<file path="config.mk">
export PLATFORM = sky130hd
export DESIGN_NAME = btn_bram_reader
export DESIGN_NICKNAME = d
export VERILOG_FILES = /design/src/rtl/btn_reader_pkg.sv /design/src/rtl/btn_debounce.sv /design/src/rtl/btn_bram_reader.sv
export SDC_FILE = /design/constraint.sdc
export NUM_CORES = 1
export LEC_CHECK = 0
export CORE_ASPECT_RATIO = 1.75
export CORE_MARGIN = 3
export CORE_UTILIZATION = 54
export DETAILED_ROUTE_END_ITERATION = 7
export PLACE_DENSITY = 0.87
export SYNTH_ARGS = -nofsm -noshare
export SYNTH_HDL_FRONTEND = slang
export SYNTH_SLANG_ARGS = --single-unit
</file>
<file path="constraint.sdc">
create_clock -name clk -period 3.01 [get_ports clk]
set_input_delay 0.301 -clock clk [delete_from_list [all_inputs] [get_ports clk]]
set_output_delay 0.301 -clock clk [all_outputs]
set_load 0.02 [all_outputs]
</file>
<file path="src/rtl/btn_reader_pkg.sv">
// rtl/btn_reader_pkg.sv - shared types and helpers for the button-driven BRAM reader
package btn_reader_pkg;

  typedef enum logic [1:0] {
    IDLE,
    ISSUE,
    WAIT
  } state_t;

  // Depth of the per-button metastability synchroniser.
  localparam int SYNC_STAGES = 2;

  // Bits needed for a counter that runs 0 .. n-1 (never narrower than one bit).
  function automatic int cnt_width(input int n);
    return (n <= 2) ? 1 : $clog2(n);
  endfunction

endpackage

</file>
<file path="src/rtl/btn_debounce.sv">
// rtl/btn_debounce.sv - two-flop synchroniser plus stability counter for one button
module btn_debounce
  import btn_reader_pkg::*;
#(
  parameter int DEBOUNCE_CYCLES = 1_000_000
) (
  input  logic clk,
  input  logic rst_n,
  input  logic btn,
  output logic db
);

  localparam int CW = cnt_width(DEBOUNCE_CYCLES);
  localparam logic [CW-1:0] CNT_MAX = CW'(DEBOUNCE_CYCLES - 1);

  logic [SYNC_STAGES-1:0] sync;
  logic [CW-1:0]          cnt;
  logic                   level;

  assign level = sync[SYNC_STAGES-1];

  // Plain shift chain into the clock domain; nothing sits between the flops.
  always_ff @(posedge clk or negedge rst_n) begin
    if (!rst_n) sync <= '0;
    else        sync <= {sync[SYNC_STAGES-2:0], btn};
  end

  // Count consecutive cycles the synced level disagrees with db; accept it once the run is long enough.
  always_ff @(posedge clk or negedge rst_n) begin
    if (!rst_n) begin
      cnt <= '0;
      db  <= 1'b0;
    end else if (level == db) begin
      cnt <= '0;
    end else if (cnt == CNT_MAX) begin
      db  <= level;
      cnt <= '0;
    end else begin
      cnt <= cnt + 1'b1;
    end
  end

endmodule

</file>
<file path="src/rtl/btn_bram_reader.sv">
// rtl/btn_bram_reader.sv - debounced button press to one BRAM read, result on LEDs (option: BTN_AUTOREPEAT_EN)
module btn_bram_reader
  import btn_reader_pkg::*;
#(
  parameter int N_BTN           = 4,
  parameter int ADDR_W          = 4,
  parameter int DATA_W          = 4,
  parameter int DEBOUNCE_CYCLES = 1_000_000,
  parameter int RD_LATENCY      = 2,
  parameter int REPEAT_CYCLES   = 25_000_000
) (
  input  logic              clk,
  input  logic              rst_n,
  input  logic [N_BTN-1:0]  btn,
  output logic              bram_en,
  output logic [ADDR_W-1:0] bram_addr,
  input  logic [DATA_W-1:0] bram_dout,
  output logic [DATA_W-1:0] leds,
  output logic [N_BTN-1:0]  btn_db,
  output logic              busy
);

  localparam int LW = cnt_width(RD_LATENCY);

  if ((2 ** ADDR_W) < N_BTN || RD_LATENCY < 1 || REPEAT_CYCLES < 1) begin : g_bad_params
    $error("btn_bram_reader: illegal parameter combination");
  end

  logic [1:0]        rst_sync;
  logic              rst_i;
  logic [N_BTN-1:0]  db_prev;
  logic [N_BTN-1:0]  press;
  logic              press_any;
  logic              start;
  logic [ADDR_W-1:0] win_idx;
  logic [LW-1:0]     lat_cnt;
  state_t            state, state_nxt;

  // Assert asynchronously, release two clocks after rst_n rises.
  always_ff @(posedge clk or negedge rst_n) begin
    if (!rst_n) rst_sync <= '0;
    else        rst_sync <= {rst_sync[0], 1'b1};
  end
  assign rst_i = rst_sync[1];

  for (genvar g = 0; g < N_BTN; g++) begin : g_btn
    btn_debounce #(
      .DEBOUNCE_CYCLES(DEBOUNCE_CYCLES)
    ) u_debounce (
      .clk  (clk),
      .rst_n(rst_i),
      .btn  (btn[g]),
      .db   (btn_db[g])
    );
  end

  // Previous debounced levels, for rising-edge press detection.
  always_ff @(posedge clk or negedge rst_i) begin
    if (!rst_i) db_prev <= '0;
    else        db_prev <= btn_db;
  end
  assign press     = btn_db & ~db_prev;
  assign press_any = |press;

  // Lowest pressed index wins; the scan runs high to low so the last hit is the lowest.
  always_comb begin
    win_idx = '0;
    for (int i = N_BTN - 1; i >= 0; i--) begin
      if (press[i]) win_idx = ADDR_W'(i);
    end
  end

`ifdef BTN_AUTOREPEAT_EN
  localparam int RW = cnt_width(REPEAT_CYCLES);
  localparam logic [RW-1:0] REP_MAX = RW'(REPEAT_CYCLES - 1);

  logic [RW-1:0] rep_cnt;
  logic          rep_armed;
  logic          held;
  logic          rep_req;

  assign held    = rep_armed && (btn_db == (N_BTN'(1) << bram_addr));
  assign rep_req = held && (rep_cnt == REP_MAX);
  assign start   = press_any || rep_req;

  // Repeat timer restarts at each ISSUE and saturates, so a request made while busy waits for IDLE.
  always_ff @(posedge clk or negedge rst_i) begin
    if (!rst_i) begin
      rep_cnt   <= '0;
      rep_armed <= 1'b0;
    end else begin
      if (press_any && state == IDLE) rep_armed <= 1'b1;
      else if (!held)                 rep_armed <= 1'b0;
      if (!held || press_any || state == ISSUE) rep_cnt <= '0;
      else if (rep_cnt != REP_MAX)              rep_cnt <= rep_cnt + 1'b1;
    end
  end
`else
  assign start = press_any;
`endif

  // FSM state register.
  always_ff @(posedge clk or negedge rst_i) begin
    if (!rst_i) state <= IDLE;
    else        state <= state_nxt;
  end

  // FSM next state: one issue cycle, then wait out the BRAM latency.
  always_comb begin
    state_nxt = state;
    unique case (state)
      IDLE:    if (start) state_nxt = ISSUE;
      ISSUE:   state_nxt = WAIT;
      WAIT:    if (lat_cnt == '0) state_nxt = IDLE;
      default: state_nxt = IDLE;
    endcase
  end

  // FSM outputs.
  always_comb begin
    bram_en = (state == ISSUE);
    busy    = (state != IDLE);
  end

  // Address capture, latency countdown and LED register.
  always_ff @(posedge clk or negedge rst_i) begin
    if (!rst_i) begin
      bram_addr <= '0;
      lat_cnt   <= '0;
      leds      <= '0;
    end else begin
      unique case (state)
        IDLE:    if (press_any) bram_addr <= win_idx;
        ISSUE:   lat_cnt <= LW'(RD_LATENCY - 1);
        WAIT: begin
          if (lat_cnt == '0) leds <= bram_dout;
          else               lat_cnt <= lat_cnt - 1'b1;
        end
        default: ;
      endcase
    end
  end

endmodule

</file>
==> impl_results.md, run 1 <==
- Critical Path RT: 3.23 ns
- Gr usage total: 20.06%
- Yosys top cell by area: dfrtp_1
- EDFF count, synth: 0
- Worst-path fanout max: 20
- # rows: 46
- Yosys cell types: 41
- Synth cell count leaders: 107 x dfrtp_1, 66 x nor2_1, 30 x nand2_1, 27 x xnor2_1, 27 x xor2_1
- Layout cell share with drive strength beyond 1: 7.737%
- Clock-pin slew on the worst setup and hold paths: 0.06 ns
- CP Capture Type: flip-flop
- # hold bufs at CTS: 0
- Seq/Total Area, Yosys: 53.09%
- Syn Std Cell Area: 5044 µm²
- Area of the core: 9094 µm²
- First-pass GRT wire length: 16,940 µm
- Final slew viol count: 0
- Fin Clk Skew: 0.005719 ns
- H-tree depth: 3
- Post-DP HPWL: 6926 µm
- Layout fillers: 740
- RSZ-0062 raised after global routing: false
- Width of the chip: 79.06 µm
- Clock root buffer: clkbuf_16
- Crit path kind: flip-flop to flip-flop
- Wirelength, routed: 9867 µm
- HP Class: input port to asynchronous set/reset pin
- Starting Density: 55.46%
- N_diodes: 0
- 1st-iter DRT viols: 225
- Skew-Pair Late Insertion Delay: 0.35 ns
- Wire per inst: 15.49 µm
- Least-Margin Pin Slew: 0.8416 ns
- Die area: 10,580 µm²
- Maxcap violations: 0
- Post-DRT Antenna Nets: 0
- Worst-path cell chain: or4b_1, or4_1, o31ai_2, buf_4, nor2_1
- Final hold slack: 0.1129 ns
- Data arrival, critical path: 2.48 ns
- LEAKAGE: 2.325 nW
- Io pins: 24
- Synthesized instance count: 492
- Setup fix buffers added after clock tree synthesis: 0
- Top FF cell, synth: dfrtp_1
- Power Dens Cells: 484.6 nW/µm²
- Status: finished clean
- CTS Buf Count: 9
- Avg Inst Size Synth: 10.25 µm²
- DRC: 0
- GRT overflow: 0
- Die H: 133.8 µm
- Top-area cell type share of the netlist area: 53.09%
- Ranking of synthesized cells by area: dfrtp_1 53%, nor2_1 4.9%, xnor2_1 4.7%
- Ys Warns: 0
- CP startpoint kind: flip-flop
- Count leader, synth: dfrtp_1
- Final period utilization: 75.18%
- Port bufs: 21
- Ys async rst share: 100.0%
- Post-CTS Resized: 0
- Hold Fails Final Rpt: 0
- Clock Sinks: 107
- Tot Pwr: 2.753 mW
- Vias in the first global route: 3,852
- Synth Register Bits: 107
- Slew headroom: 43.90%
- Max Clk Rate: 0.4419 GHz
- Nets@finish: 529
- Longest Clk Path Bufs: 2
- Worst path max stage delay: 0.56 ns
- Final setup vio count: 0
- Final Wtd Congestion: 0.8348
- Pre-Repair DR Iteration Count: 6
- Initial antenna violation count: 0
- Peak VDD IR: 0.4017 mV
- Pin count of the biggest net entering global routing: 67
- Syn-to-layout area delta: 12.65%
- CTS tree: yes
- Critical Path Slowest Stage Cell: or4_1
- Total Neg Setup Slack: 0 ns
- Vias: 3,718
- Via density: 5.837
- Minimum clock period: 2.263 ns
-- power by group --
group	switching (mW)	leakage [nW]	internal (mW)	total [mW]
Combinational	0.0464	0.718	0.0317	0.0782
Sequential	0.0319	1.46	1.46	1.49
Clock	0.494	0.146	0.692	1.19
-- critical path: cells and delay by family, from the launching register on --
family                 cells  cell delay, ns
AO/OA/AOI/OAI              1            0.21
buffers and inverters      1            0.28
flip-flops                 1            0.47
AND/OR/NAND/NOR            3            1.18
-- area by class of cell --
cell class              count  area (µm²)  area share (%)
multi-input cells         356        2238           39.40
clock inverters             3       46.29          0.8148
well taps                 120       150.1           2.643
inverters                  12       45.04          0.7928
flip-flops and latches    107        2681           47.19
repair buffers             26       260.3           4.580
clock buffers              13       260.3           4.580
-- flip-flops by register name, summed over array words and instances (netlist names) --
signal and flops:
g_btn.u_debounce.db 4, bram_addr 2, g_btn.u_debounce.cnt 80, rst_sync 2, db_prev 4, lat_cnt 1, leds 4, state 2
g_btn.u_debounce.sync 8
-- cell families after synthesis --
group,synth area share (%)
AO/OA/AOI/OAI,6.227
buffers and inverters,2.902
adder cells (fa/ha/maj),1.736
AND/OR/NAND/NOR,24.31
other,0.1489
multiplexers,2.208
flip-flops,53.09
XOR/XNOR,9.377
-- layer usage --
layer	global-route usage, %	vias to the layer above	routed length (µm)
li1	-	1773	-
met1	22.02	1831	3743
met2	36.26	85	5543
met3	3.562	29	278
met4	10.23	0	303
met5	0	-	0
-- path summary, 6_finish.rpt --
| kind | from | to | slack, ns | cells past startpoint |
|---|---|---|---|---|
| worst max-delay path | g_btn[0].u_debounce.cnt[6] | g_btn[0].u_debounce.cnt[6] | 0.75 | 5 |
| worst min-delay path | rst_n | rst_sync[1] | 0.11 | 1 |
| worst max register to register | g_btn[0].u_debounce.cnt[6] | g_btn[0].u_debounce.cnt[6] | 0.75 | 5 |
| worst min register to register | rst_sync[0] | rst_sync[1] | 0.35 | 0 |
| max in group asynchronous | rst_sync[1] | g_btn[2].u_debounce.cnt[16] | 1.89 | 1 |
| min in group clk | rst_sync[0] | rst_sync[1] | 0.35 | 0 |
-- layout by cell type (no fill, tap or decap), types with 4 or more instances in the layout --
cell type / n
o31ai_2: 4
and3_1: 8
inv_1: 12
clkbuf_16: 9
a21oi_1: 24
and4_1: 8
or3_1: 13
nand4_1: 19
nand2b_1: 6
nand3_1: 23
nor4_1: 12
o31ai_1: 6
ha_1: 7
nand2_1: 30
clkdlybuf4s50_1: 21
o21ai_0: 18
or4_1: 9
nor3_1: 11
xnor2_1: 27
mux2_2: 9
nor2_1: 66
buf_4: 4
dfrtp_1: 106
xor2_1: 27
and2_1: 6
-- per-stage QoR --
stage / cell area [µm²] / setup slack [ns] / util (%) / std cells
floorplan: 5049 / 0.9624 / - / 493
global placement: 5375 / 0.9043 / 59.11 / 621
detailed placement: 5375 / 0.8539 / 59.11 / 621
CTS: 5682 / 0.7557 / 62.48 / 637
global route: 5682 / 0.6493 / 62.48 / 637
finish: 5682 / 0.7472 / 62.48 / 637
Note: power is estimated with default switching activity, not from simulation.
==> inputs of run 2 (changes only) <==
Settings changed: CORE_UTILIZATION 54 to 60, PLACE_DENSITY 0.87 to 0.91.
Clock period 3.01 ns to 2.2 ns, I/O delays scaled along.
==> run 2 against run 1 <==
Die area is 9.4% lower. Non-clock buffer count grew 9. Maximum frequency rose by 5.0%. First-iteration DRC count is 20% lower. Worst setup slack lost 0.70 ns. Power up 37%. Clock skew up 0.0022 ns. Clock power increased by 35%. Utilization rose by 8.4 points. Critical path depth is 1 lower. Sequential power up 36%. Routed wire length down 1.3%. Critical endpoint is now g_btn[0].u_debounce.db.
==> impl_results.md, run 2 (synthesis gave the netlist of run 1 again) <==
- Crit path kind: flip-flop to flip-flop
- Most frequent cells in the layout: 106 x dfrtp_1, 66 x nor2_1, 30 x nand2_1
- Commonest non-fill, non-tap cell in the layout: dfrtp_1
- Sw frac: 22.16%
- Seq pwr share: 53.9%
- Met1 usage: 26.05%
- Data arrival, critical path: 2.39 ns
- CTS Buf Count: 9
- Initial antenna violation count: 0
- Die area: 9585 µm²
- CTS tree: yes
- Gr usage total: 22.25%
- Critical Path RT: 2.43 ns
- Longest Clk Path Bufs: 2
- Part of the power in combinational logic: 3.3%
- Least-Margin Pin Slew: 0.5850 ns
- Wire per inst: 15.81 µm
- Minimum clock period: 2.155 ns
- Post-Layout Cell Count: 616
- Area of the core: 8070 µm²
- Die H: 127.3 µm
- H-tree depth: 3
- DP Cell Count: 600
- Post-CTS Resized: 0
- Maxcap violations: 0
- Io pins: 24
- R2R Setup Slk: 0.05 ns
- Slew headroom: 60.70%
- Setup fix buffers added after clock tree synthesis: 0
- Post-DRT Antenna Nets: 0
- # rows: 43
- Pre-Repair DR Iteration Count: 4
- GRT overflow: 0
- Total Neg Setup Slack: 0 ns
- Clock Sinks: 107
- LEAKAGE: 2.365 nW
- Max FFs per register: 80
- DRC: 0
- First-pass GRT wire length: 16,630 µm
- Final period utilization: 97.94%
- P_sw: 834.3 µW
- HP Class: input port to asynchronous set/reset pin
- N_diodes: 0
- Layout fillers: 559
- Tot Pwr: 3.765 mW
- Power Dens Cells: 658.0 nW/µm²
- Worst-path fanout max: 4
- Final slew viol count: 0
- Gr busiest metal: met2
- Clock share of power: 42.8%
- Port bufs: 21
- Clock root buffer: clkbuf_16
- Worst reg2reg endpoint: g_btn[0].u_debounce.db
- Worst R2R Path Depth: 4
- Vias: 3,723
- # hold bufs at CTS: 0
- Max Clk Rate: 0.4641 GHz
- Status: finished clean
- Peak VDD IR: 0.4711 mV
- Fin Clk Skew: 0.007935 ns
- Met3 usage: 5.276%
- Vias in the first global route: 3,784
- Final Wtd Congestion: 0.8184
- Skew-Pair Late Insertion Delay: 0.35 ns
- Worst R2R Start: g_btn[0].u_debounce.cnt[15]
- Starting Density: 62.50%
- Pin count of the biggest net entering global routing: 42
- Hold Fails Final Rpt: 0
- Biggest register: g_btn.u_debounce.cnt
- Crit. Startpoint: g_btn[0].u_debounce.cnt[15]
- Clock-pin slew on the worst setup and hold paths: 0.07 ns
- Nets@finish: 538
- Wirelength, routed: 9737 µm
- Met2 Track Usage GR: 37.85%
- Largest regs: g_btn.u_debounce.cnt (80), g_btn.u_debounce.sync (8)
- CP startpoint kind: flip-flop
- Pint: 2.931 mW
- Syn-to-layout area delta: 13.45%
- Post-DP HPWL: 6764 µm
- Final setup vio count: 0
- Via density: 6.044
- 1st-iter DRT viols: 180
- CP Capture Type: flip-flop
- Width of the chip: 75.31 µm
- Layout cell share with drive strength beyond 1: 9.886%
==> run 2: metrics by stage <==
stage / cell area, µm² / setup WS, ns / utilization, % / hold slack, ns
6_report: 5722 / 0.04535 / 70.90 / 0.02449
3_5_place_dp: 5405 / 0.09827 / 66.98 / 0.3347
2_1_floorplan: 5049 / 0.1524 / - / -0.07559
3_3_place_gp: 5405 / 0.1138 / 66.98 / 0.3257
5_1_grt: 5722 / -0.008805 / 70.90 / 0.01837
4_1_cts: 5705 / 0.04099 / 70.70 / 0.01908
==> run 2: worst max-delay path: stages, from the launching register on <==
cell and delay (ns):
dfrtp_1 0.40, or4b_1 0.55, or4_4 0.57, nor3_1 0.17
mux2_2 0.35
==> run 2: power by group through the flow <==
stage / clock (mW) / combinational, mW / sequential (mW)
after detailed placement: 0 / 0.124 / 2.07
after CTS: 1.63 / 0.125 / 2.03
after global placement: 0 / 0.117 / 2.07
after global routing: 1.72 / 0.139 / 2.04
final: 1.61 / 0.124 / 2.03
after floorplan: 0 / 0.0616 / 2.07
==> run 2: final cells by class <==
cell class	instances	area [µm²]	area share (%)
flip-flops and latches	107	2681	46.86
multi-input cells	356	2251	39.34
repair buffers	35	331.6	5.795
clock buffers	9	225.2	3.936
well taps	90	112.6	1.968
clock inverters	7	75.07	1.312
inverters	12	45.04	0.7872
==> run 2: worst max-delay path by stage <==
stage	to	slack [ns]	cells after the start
after global placement	g_btn[0].u_debounce.cnt[3]	0.11	5
after global routing	g_btn[0].u_debounce.db	-0.009	4
final	g_btn[0].u_debounce.db	0.05	4
after detailed placement	g_btn[0].u_debounce.cnt[8]	0.1	5
after CTS	g_btn[0].u_debounce.cnt[15]	0.04	5
after floorplan	g_btn[0].u_debounce.db	0.15	4
==> run 2: layer usage <==
layer	wire length [µm]	share of wire [%]
met5	0	0
met4	204	2.1
met3	259	2.7
met2	5317	55
met1	3956	41
